===== src/rtl/fetch_sequencer_pkg.sv =====
// Shared types and constants for the fetch sequencer: FSM states, instruction
// field positions and opcode values.
package fetch_sequencer_pkg;

  localparam int OP_W    = 4;
  localparam int INSTR_W = 16;
  localparam int OPC_HI  = 15;
  localparam int OPC_LO  = 12;
  localparam int TGT_W   = 12;
  localparam int OFF_W   = 6;

  localparam logic [OP_W-1:0] OPC_ALU  = 4'h0;
  localparam logic [OP_W-1:0] OPC_ADDI = 4'h1;
  localparam logic [OP_W-1:0] OPC_LW   = 4'h2;
  localparam logic [OP_W-1:0] OPC_SW   = 4'h3;
  localparam logic [OP_W-1:0] OPC_BEQ  = 4'h4;
  localparam logic [OP_W-1:0] OPC_BNE  = 4'h5;
  localparam logic [OP_W-1:0] OPC_J    = 4'h6;
  localparam logic [OP_W-1:0] OPC_JAL  = 4'h7;
  localparam logic [OP_W-1:0] OPC_JR   = 4'h8;
  localparam logic [OP_W-1:0] OPC_HLT  = 4'hF;

  typedef enum logic [1:0] {
    ST_FETCH = 2'd0,
    ST_EXEC  = 2'd1,
    ST_HALT  = 2'd2
  } fetch_state_t;

  function automatic logic [OP_W-1:0] opcode_of(input logic [INSTR_W-1:0] word);
    return word[OPC_HI:OPC_LO];
  endfunction

endpackage


===== src/rtl/next_pc_calc.sv =====
// Combinational next-PC selection: priority mux over halt, register jump,
// absolute jump, taken branch and sequential increment.
module next_pc_calc
  import fetch_sequencer_pkg::*;
#(
  parameter int ADDR_W = 16
) (
  input  logic [ADDR_W-1:0]  pc,
  input  logic [INSTR_W-1:0] instr,
  input  logic               hlt,
  input  logic               jr,
  input  logic               jmp,
  input  logic               jal,
  input  logic               br_eq,
  input  logic               br_ne,
  input  logic               zero,
  input  logic [ADDR_W-1:0]  jr_target,
  output logic [ADDR_W-1:0]  pc1,
  output logic [ADDR_W-1:0]  next_pc
);

  logic [ADDR_W-1:0] jump_pc;
  logic [ADDR_W-1:0] branch_pc;
  logic              taken;

  assign pc1       = pc + ADDR_W'(1);
  assign jump_pc   = {pc1[ADDR_W-1:TGT_W], instr[TGT_W-1:0]};
  assign branch_pc = pc1 + {{(ADDR_W-OFF_W){instr[OFF_W-1]}}, instr[OFF_W-1:0]};
  assign taken     = (br_eq & zero) | (br_ne & ~zero);

  // Overlapping flags are legal; the first match in this chain wins.
  always_comb begin
    next_pc = pc1;
    if (hlt)
      next_pc = pc;
    else if (jr)
      next_pc = jr_target;
    else if (jmp | jal)
      next_pc = jump_pc;
    else if (taken)
      next_pc = branch_pc;
  end

endmodule


===== src/rtl/fetch_sequencer.sv =====
// Instruction fetch / program-flow stage: FETCH -> EXEC -> FETCH loop, HALT until reset.
// Optional FETCH_PERF_CNT_EN adds saturating retired/stall counters.
module fetch_sequencer
  import fetch_sequencer_pkg::*;
#(
  parameter int                ADDR_W   = 16,
  parameter logic [ADDR_W-1:0] RESET_PC = '0
) (
  input  logic               clk,
  input  logic               rst,
  output logic               imem_req,
  output logic [ADDR_W-1:0]  imem_addr,
  input  logic               imem_ready,
  input  logic [INSTR_W-1:0] imem_rdata,
  output logic [INSTR_W-1:0] instr,
  output logic [OP_W-1:0]    op_code,
  output logic               instr_valid,
  input  logic               stall,
  input  logic               br_eq,
  input  logic               br_ne,
  input  logic               jmp,
  input  logic               jal,
  input  logic               jr,
  input  logic               hlt,
  input  logic               zero,
  input  logic [ADDR_W-1:0]  jr_target,
  output logic [ADDR_W-1:0]  pc_link,
  output logic               halted
`ifdef FETCH_PERF_CNT_EN
  ,
  output logic [31:0]        retired_cnt,
  output logic [31:0]        stall_cnt
`endif
);

  fetch_state_t      state;
  logic [ADDR_W-1:0] pc;
  logic [ADDR_W-1:0] pc1;
  logic [ADDR_W-1:0] next_pc;

  next_pc_calc #(.ADDR_W(ADDR_W)) u_next_pc (
    .pc        (pc),
    .instr     (instr),
    .hlt       (hlt),
    .jr        (jr),
    .jmp       (jmp),
    .jal       (jal),
    .br_eq     (br_eq),
    .br_ne     (br_ne),
    .zero      (zero),
    .jr_target (jr_target),
    .pc1       (pc1),
    .next_pc   (next_pc)
  );

  // Request drops in the reset cycle itself so a late ready is never accepted.
  assign imem_req  = (state == ST_FETCH) & ~rst;
  assign imem_addr = pc;
  assign op_code   = opcode_of(instr);

  always_ff @(posedge clk) begin
    if (rst) begin
      state       <= ST_FETCH;
      pc          <= RESET_PC;
      instr       <= '0;
      instr_valid <= 1'b0;
      pc_link     <= '0;
      halted      <= 1'b0;
    end else begin
      case (state)
        ST_FETCH: begin
          if (imem_ready) begin
            instr       <= imem_rdata;
            instr_valid <= 1'b1;
            state       <= ST_EXEC;
          end
        end
        ST_EXEC: begin
          if (!stall) begin
            instr_valid <= 1'b0;
            if (jal)
              pc_link <= pc1;
            if (hlt) begin
              state  <= ST_HALT;
              halted <= 1'b1;
            end else begin
              pc    <= next_pc;
              state <= ST_FETCH;
            end
          end
        end
        ST_HALT: begin
        end
        default: state <= ST_FETCH;
      endcase
    end
  end

`ifdef FETCH_PERF_CNT_EN
  // Both counters stick at all-ones rather than wrapping.
  always_ff @(posedge clk) begin
    if (rst) begin
      retired_cnt <= '0;
      stall_cnt   <= '0;
    end else if (state == ST_EXEC) begin
      if (stall) begin
        if (stall_cnt != '1)
          stall_cnt <= stall_cnt + 32'd1;
      end else if (retired_cnt != '1) begin
        retired_cnt <= retired_cnt + 32'd1;
      end
    end
  end
`endif

endmodule


===== config.mk =====
export PLATFORM = sky130hd
export DESIGN_NAME = fetch_sequencer
export DESIGN_NICKNAME = d
export VERILOG_FILES = /design/src/rtl/fetch_sequencer_pkg.sv /design/src/rtl/next_pc_calc.sv /design/src/rtl/fetch_sequencer.sv
export SDC_FILE = /design/constraint.sdc
export NUM_CORES = 1
export LEC_CHECK = 0
export BUFFER_PORTS_ARGS = -buffer_cell sky130_fd_sc_hd__buf_4
export CAP_MARGIN = 20
export CORE_UTILIZATION = 40
export DETAILED_ROUTE_END_ITERATION = 6
export MAX_ROUTING_LAYER = met4
export SLEW_MARGIN = 20
export SYNTH_ARGS = -nofsm -noshare
export SYNTH_HDL_FRONTEND = slang
export SYNTH_SLANG_ARGS = --single-unit
export TNS_END_PERCENT = 10

===== constraint.sdc =====
create_clock -name clk -period 4.18 [get_ports clk]
set_clock_uncertainty 0.05 [all_clocks]
set_input_delay 0 -clock clk [delete_from_list [all_inputs] [get_ports clk]]
set_output_delay 0 -clock clk [all_outputs]
set_load 0.1 [all_outputs]

==> flow_summary.json, run 1 <==
{
  "wl_per_cell_um": 16.1,
  "startpoint": "imem_addr[2]",
  "hold_viol_final": 0,
  "synth_top_area_cell": "dfxtp_1",
  "synth_cell_type_count": 52,
  "ff2ff_setup_slack_ns": 0.57,
  "critPathArrivalTime_ns": 3.78,
  "yosysSeqAreaShare_pct": 30.7,
  "ant_nets": 0,
  "rsz0062_at_grt": "no",
  "hold_path_class": "input port to register",
  "status": "finished clean",
  "cts_tree": "yes",
  "grt_remaining_overflow": 0,
  "cp-start-kind": "register",
  "synth_top_area_share_pct": 30.7,
  "post-dp-hpwl_um": 7610,
  "critPathKind": "register to register",
  "vias_per_cell": 5.40,
  "drv_cap": 0,
  "required_ns": 4.35,
  "setup_violations": 0,
  "slew_violations": 0,
  "start_util_pct": 41.3,
  "max_freq_ghz": 0.277,
  "placed_area_mm2": 0.00415,
  "n_antenna_cell": 0,
  "yosys-top-cells-area": "dfxtp_1, ha_1, nand2_1",
  "cts_root_buf": "clkbuf_8",
  "fillCellCount": 821,
  "cp_max_fo": 6,
  "fin_util_pct": 54.9,
  "clock-sinks": 52,
  "grt_antenna_before_repair": 0,
  "fin_tns_setup_ns": 0,
  "cts_buffers": 5,
  "tightest_slew_ns": 0.808,
  "final_common_cell": "buf_4",
  "ys.flop_type": "dfxtp_1",
  "grt.total_usage_pct": 24.9,
  "finalWirelength_um": 10600,
  "postLayoutCellArea_mm2": 0.00451,
  "relSlewSlack_pct": 45.1,
  "row_count": 33,
  "clkLatencyLatePin_ns": 0.32,
  "fp.dieArea_mm2": 0.00886,
  "die_h_um": 94.1,
  "synthArstFlopShare_pct": 0,
  "period_needed_ns": 3.61,
  "drcViolationCount": 0,
  "layout_common_cells": "buf_4, nand2_1, nor2_1",
  "r2r_start": "imem_addr[2]",
  "whs_path_depth": 3,
  "syn_area_per_cell_um2": 7.63,
  "pin_count": 98,
  "ir_drop_v": 0.000158,
  "drive_gt1_share_pct": 22.3,
  "portBuffers": 97,
  "place_congestion": 0.860,
  "cts.clk_slew.worst_paths_ns": 0.10,
  "num_vias": 3541,
  "core_mm2": 0.00822,
  "yosys_warnings": 0,
  "p_per_area_mw_per_mm2": 285,
  "leakage_uw": 0.00195,
  "syn-cell-area_mm2": 0.00339,
  "reg2regPathDepth": 13,
  "end_kind": "register",
  "synth_seq_cells": 52,
  "clockBufferDepth": 2,
  "synth-edff-count": 0,
  "synth_nets": 509,
  "worstHoldStart": "jr_target[7]",
  "timing.final.crit_share_pct": 86.4,
  "ctsHtreeMaxLevel": 2,
  "drt_iter0_drc": 168,
  "post_cts_buffers": 0,
  "die_w_um": 94.1,
  "grt_pass1_wl_um": 16500,
  "syn_inst": 445,
  "dr.pass1.iters": 4,
  "area_growth_syn_to_layout_pct": 33.0,
  "layout.nets": 614,
  "grt_max_degree": 54,
  "grt_pass1_vias": 3274
}
## cell usage after synthesis (5+ instances only)
library cell  number
xor2_1            12
xnor2_1            9
o211ai_1           5
inv_1             17
clkbuf_1          24
nor3_1            15
nand2_1           66
and3_1             6
nor2_1            53
nand3_1           13
a311oi_1           5
o21ai_0           12
dfxtp_1           52
a211oi_1          23
a21oi_1           42
mux2i_1           12
ha_1              20
## what timing repair did
item | in CTS | in global routing
endpoints found under the hold margin | 27 | 0
resized for setup | 0 | 0
hold buffers | 27 | 0
## area by class of cell
| class | count | area, um^2 | area share, % |
|---|---|---|---|
| Multi-Input combinational cell | 347 | 2170 | 48.1 |
| Sequential cell | 52 | 1040 | 23.1 |
| Timing Repair Buffer | 127 | 1020 | 22.6 |
| Tap cell | 105 | 131 | 2.91 |
| Clock buffer | 6 | 72.6 | 1.61 |
| Inverter | 17 | 63.8 | 1.41 |
| Clock inverter | 2 | 13.8 | 0.305 |
## metal layers
| metal | up-vias | share of wire (%) | track usage (%) |
|---|---|---|---|
| met5 | - | 0 | - |
| met4 | 0 | 1.5 | 6.41 |
| met3 | 13 | 4.9 | 3.56 |
| met2 | 105 | 51 | 44.3 |
| met1 | 1649 | 43 | 29.1 |
| li1 | 1774 | - | - |
## sequential cells by signal (all words and copies together), names as in the netlist
register,cells
halted,1
state,2
instr,16
imem_addr,16
instr_valid,1
pc_link,16
## per-stage QoR
stage | setup slack [ns] | total power (uW) | hold slack [ns] | std cells
finish | 0.570 | 1290 | 0.00374 | 656
global route | 0.319 | 1340 | 0.0219 | 656
CTS | 0.573 | 1290 | 0.00193 | 656
detailed placement | 0.607 | 967 | 0.206 | 621
global placement | 0.717 | 963 | 0.197 | 621
floorplan | 0.0793 | 861 | 0.0860 | 445
## worst paths after layout
path / to
max reg2reg: imem_addr[15]
min reg2reg: halted
min: imem_addr[7]
max: imem_addr[15]
## critical path: stages (launching register included)
cell and delay, ns:
dfxtp_1 0.44, nand4_1 0.23, nor2_1 0.37, nand2_1 0.11
xor2_1 0.31, inv_1 0.12, ha_1 0.33, and4_1 0.23
nor2b_1 0.13, o31a_1 0.23, or3_1 0.34, a211o_1 0.25
xnor2_1 0.12, a311oi_1 0.25
## where the power goes
part | switching (uW) | internal (uW)
Sequential | 26.0 | 517
Combinational | 304 | 132
Clock | 187 | 120
Total | 517 | 769
## kinds of logic after synthesis
kind of cell / Yosys count / synth area share (%)
simple gates: 174 / 22.6
buf+inv: 46 / 5.57
fa+ha+maj: 21 / 7.96
mux: 14 / 4.31
compound gates: 117 / 23.5
xor+xnor: 21 / 5.42
flops: 52 / 30.7
(Power assumes the default switching activity.)
==> inputs of run 2 (changes only) <==
--- a/config.mk
+++ b/config.mk
@@ -7,10 +7,13 @@
 export LEC_CHECK = 0
 export BUFFER_PORTS_ARGS = -buffer_cell sky130_fd_sc_hd__buf_4
 export CAP_MARGIN = 20
-export CORE_UTILIZATION = 40
+export CELL_PAD_IN_SITES_DETAIL_PLACEMENT = 2
+export CELL_PAD_IN_SITES_GLOBAL_PLACEMENT = 2
+export CORE_UTILIZATION = 29
 export DETAILED_ROUTE_END_ITERATION = 6
 export MAX_ROUTING_LAYER = met4
-export SLEW_MARGIN = 20
+export PLACE_DENSITY_LB_ADDON = 0.1
+export SLEW_MARGIN = 25
 export SYNTH_ARGS = -nofsm -noshare
 export SYNTH_HDL_FRONTEND = slang
 export SYNTH_SLANG_ARGS = --single-unit
==> flow_summary.json, run 2 (synthesized netlist as in run 1, its figures left out) <==
{
  "cts.clk_slew.worst_paths_ns": 0.08,
  "critPathArrivalTime_ns": 3.95,
  "critPathKind": "register to register",
  "path_buf_inv": 1,
  "vias_per_cell": 5.30,
  "layout.nets": 614,
  "core_mm2": 0.0114,
  "drt_iter0_drc": 86,
  "holdWs_ns": 0.00161,
  "status": "finished clean",
  "fillCellCount": 1303,
  "fin_tns_setup_ns": 0,
  "hold_viol_final": 0,
  "area_growth_syn_to_layout_pct": 36.8,
  "cp_cell_sequence": "ha_1 > nand3_1 > nor2_1 > nand3_1 > xor2_1 > inv_1 > ha_1 > and4_1 > nor2b_1 > o31a_1 > or3_1 > a211o_1 > xnor2_1 > a311oi_1",
  "cts_root_buf": "clkbuf_16",
  "tightest_slew_ns": 0.920,
  "leakage_uw": 0.00199,
  "path_delay_family": "simple AND/OR/NAND/NOR gates",
  "n_antenna_cell": 0,
  "clkLatencyLatePin_ns": 0.31,
  "end_kind": "register",
  "drv_cap": 0,
  "ant_nets": 0,
  "period_needed_ns": 3.78,
  "grt_pass1_wl_um": 20700,
  "required_ns": 4.35,
  "relSlewSlack_pct": 38.6,
  "cpPeakStageDelay_ns": 0.45,
  "grt_max_degree": 54,
  "clock-sinks": 52,
  "grt_pass1_vias": 3916,
  "grt.total_usage_pct": 23.6,
  "clockBufferDepth": 2,
  "hold_path_class": "input port to register",
  "ff2ff_setup_slack_ns": 0.40,
  "start_util_pct": 29.7,
  "timing.final.crit_share_pct": 90.4,
  "drive_gt1_share_pct": 22.5,
  "slew_violations": 0,
  "pin_count": 98,
  "dr.pass1.iters": 4,
  "cp_max_fo": 6,
  "multiInputGateArea_mm2": 0.00217,
  "post-dp-hpwl_um": 9770,
  "grt_remaining_overflow": 0,
  "seq_area_mm2": 0.00104,
  "place_congestion": 0.871,
  "wl_per_cell_um": 19.4,
  "p_total_uw": 1500,
  "ctsHtreeMaxLevel": 2,
  "die_w_um": 110,
  "ir_drop_v": 0.000191,
  "post_cts_buffers": 0,
  "cts_tree": "yes",
  "cts_buffers": 5,
  "die_h_um": 110,
  "worst_path_max_delay_cell": "dfxtp_1",
  "portBuffers": 97,
  "layout_common_cells": "buf_4, nand2_1, nor2_1",
  "p_per_area_mw_per_mm2": 323,
  "fp.dieArea_mm2": 0.0121,
  "setup_violations": 0,
  "cp-start-kind": "register",
  "num_vias": 3680,
  "finalWirelength_um": 13500,
  "grt_antenna_before_repair": 0,
  "row_count": 39,
  "final_common_cell": "buf_4",
  "fin_util_pct": 40.6,
  "drcViolationCount": 0,
  "rsz0062_at_grt": "no",
  "max_freq_ghz": 0.265
}
==> run 2: where the power goes <==
part,internal [uW],switching [uW]
Clock,287,217
Combinational,132,316
Sequential,517,28.7
Total,936,561
==> run 2: per-stage QoR <==
stage / instances / instance area [um^2] / worst slack (ns)
after floorplan: 445 / 3390 / 0.0793
after global placement: 660 / 4210 / 0.673
after detailed placement: 660 / 4210 / 0.448
after CTS: 694 / 4640 / 0.379
after global routing: 694 / 4640 / 0.142
final: 694 / 4640 / 0.401
==> run 2: final cells by class <==
cell class,count,area share [%]
sequential,52,22.4
timing repair buffer,127,21.9
tap,143,3.86
inverter,17,1.38
multi-input combinational,347,46.7
clock buffer,5,2.70
clock inverter,3,0.998
==> run 2: routing by layer <==
| layer | part of all wire, % | vias to the layer above | routed length, um | GRT usage [%] |
|---|---|---|---|---|
| met2 | 51 | 86 | 6840 | 43.0 |
| met3 | 3.6 | 18 | 479 | 4.29 |
| met4 | 2.6 | 0 | 350 | 8.18 |
| met5 | 0 | - | 0 | - |
| li1 | - | 1776 | - | - |
| met1 | 43 | 1800 | 5810 | 25.7 |
==> run 2: final timing paths <==
path,startpoint,end,cells past startpoint
worst max-delay path,imem_addr[0],imem_addr[15],14
worst min-delay path,jr_target[13],imem_addr[13],3
worst max register to register,imem_addr[0],imem_addr[15],14
worst min register to register,halted,halted,2
==> run 2: worst reg2reg max path, stage by stage, from the launching register on <==
cell and delay (ns):
dfxtp_1 0.45, ha_1 0.23, nand3_1 0.22, nor2_1 0.26, nand3_1 0.12, xor2_1 0.33
inv_1 0.09, ha_1 0.35, and4_1 0.21, nor2b_1 0.14, o31a_1 0.25, or3_1 0.35
a211o_1 0.25, xnor2_1 0.14, a311oi_1 0.26
==> run 2: what timing repair did <==
action                                 in CTS  in global routing
gates resized for setup                     0                  0
hold buffers                               26                  0
endpoints found under the hold margin      26                  0
==> inputs of run 3 (changes only) <==
==> constraint.sdc (replaced) <==
create_clock -name clk -period 3.8 [get_ports clk]
set_clock_uncertainty 0.05 [all_clocks]
set_input_delay 0 -clock clk [delete_from_list [all_inputs] [get_ports clk]]
set_output_delay 0 -clock clk [all_outputs]
set_load 0.1 [all_outputs]
==> flow_summary.json, run 3 (synthesized netlist as in run 1, its figures left out) <==
{
  "pre_cts_slack_ns": 0.147,
  "pin_count": 98,
  "worst_path_max_delay_cell": "xor2_1",
  "cts_root_buf": "clkbuf_16",
  "max_freq_ghz": 0.284,
  "p_per_area_mw_per_mm2": 352,
  "tightest_slew_ns": 0.921,
  "fin_tns_setup_ns": 0,
  "drv_cap": 0,
  "r2r_start": "imem_addr[2]",
  "required_ns": 3.95,
  "ctsHtreeMaxLevel": 2,
  "row_count": 39,
  "cp_max_fo": 6,
  "drcViolationCount": 0,
  "clockBufferDepth": 2,
  "final_common_cell": "buf_4",
  "critPathKind": "register to register",
  "hold_path_class": "input port to register",
  "cp-start-kind": "register",
  "die_h_um": 110,
  "drt_iter0_drc": 111,
  "layout_common_cells": "buf_4, nand2_1, nor2_1",
  "setup_violations": 0,
  "ir_drop_v": 0.000178,
  "relSlewSlack_pct": 38.5,
  "start_util_pct": 29.7,
  "grt_antenna_before_repair": 0,
  "grt_max_degree": 54,
  "clkLatencyLatePin_ns": 0.30,
  "cts.clk_slew.worst_paths_ns": 0.08,
  "grt_remaining_overflow": 0,
  "cts_tree": "yes",
  "critPathArrivalTime_ns": 3.67,
  "vias_per_cell": 5.24,
  "worstHoldStart": "jr_target[10]",
  "layout.nets": 620,
  "cpPeakStageDelay_ns": 0.51,
  "wl_per_cell_um": 18.9,
  "timing.final.crit_share_pct": 92.6,
  "final_cell_count_no_fill": 700,
  "setup_slack_ns": 0.282,
  "status": "finished clean",
  "area_growth_syn_to_layout_pct": 39.2,
  "fp.dieArea_mm2": 0.0121,
  "period_needed_ns": 3.52,
  "place_congestion": 0.865,
  "slew_violations": 0,
  "hold_viol_final": 0,
  "drive_gt1_share_pct": 25.3,
  "grt_pass1_wl_um": 20100,
  "portBuffers": 97,
  "die_w_um": 110,
  "end_kind": "register",
  "leakage_uw": 0.00203,
  "reg2regPathDepth": 11,
  "num_vias": 3667,
  "dp.cells": 668,
  "rsz0062_at_grt": "no",
  "n_antenna_cell": 0,
  "clock-sinks": 52,
  "whs_path_depth": 3,
  "ant_nets": 0,
  "cts_buffers": 5,
  "cp_cell_sequence": "nand4_1 > nor2_1 > xor2_1 > ha_1 > a21oi_1 > o211ai_2 > a31oi_2 > nor2_4 > o31ai_2 > mux2_4 > a2111oi_4",
  "startpoint": "imem_addr[2]",
  "grt.total_usage_pct": 22.8,
  "post-dp-hpwl_um": 9760,
  "finalWirelength_um": 13200,
  "grt_pass1_vias": 3772,
  "dr.pass1.iters": 4,
  "core_mm2": 0.0114
}
## run 3: cell types whose count changed in the layout (fill, tap and decap cells not counted), sizes merged
cell and delta:
buf +8, clkbuf +2, clkinv -1, dlygate4sd3 -2, inv -1
## run 3: final cells by class
class	count	area (um^2)
Fill cell	1320	6700
Multi-Input combinational cell	347	2180
Timing Repair Buffer	133	1070
Sequential cell	52	1050
Tap cell	143	179
Clock buffer	7	153
Inverter	17	63.8
Clock inverter	1	30.0
## run 3: what timing repair did
item	CTS	global route
setup endpoints to repair	0	1
resized for setup	0	3
setup buffers	0	0
hold buffers	24	0
hold endpoints to repair	25	0
## run 3: final timing paths
kind / endpoint / slack, ns
max: imem_addr[14] / 0.28
min: imem_addr[10] / 0.02
max reg2reg: imem_addr[14] / 0.28
min reg2reg: halted / 0.41
## run 3: stage by stage
step	area, um^2	power [uW]	util, %	hold WS [ns]
6_report	4720	1660	41.4	0.0165
5_1_grt	4720	1720	41.4	0.0265
4_1_cts	4710	1670	41.2	0.0181
3_5_place_dp	4280	1090	37.5	0.213
3_3_place_gp	4270	1080	37.4	0.199
2_1_floorplan	3400	947	-	0.0860
## run 3: metal layers
metal | global-route usage, % | vias to the layer above | wire [um]
met5 | - | - | 0
met4 | 6.02 | 0 | 281
met3 | 3.00 | 17 | 409
met2 | 42.8 | 73 | 6960
met1 | 25.1 | 1788 | 5570
li1 | - | 1789 | -
## run 3: worst max-delay path, delay by kind of cell (launching register included)
kind | cells | cell delay [ns]
DFF | 1 | 0.40
muxes | 1 | 0.34
xor gates and xnor gates | 1 | 0.51
and+or+nand+nor | 3 | 0.48
AOI/OAI and AO/OA | 5 | 1.32
adders and majority gates | 1 | 0.33
## run 3: report_power, final
part | internal (uW) | switching, uW
combinational | 147 | 346
sequential | 569 | 32.1
clock | 348 | 218
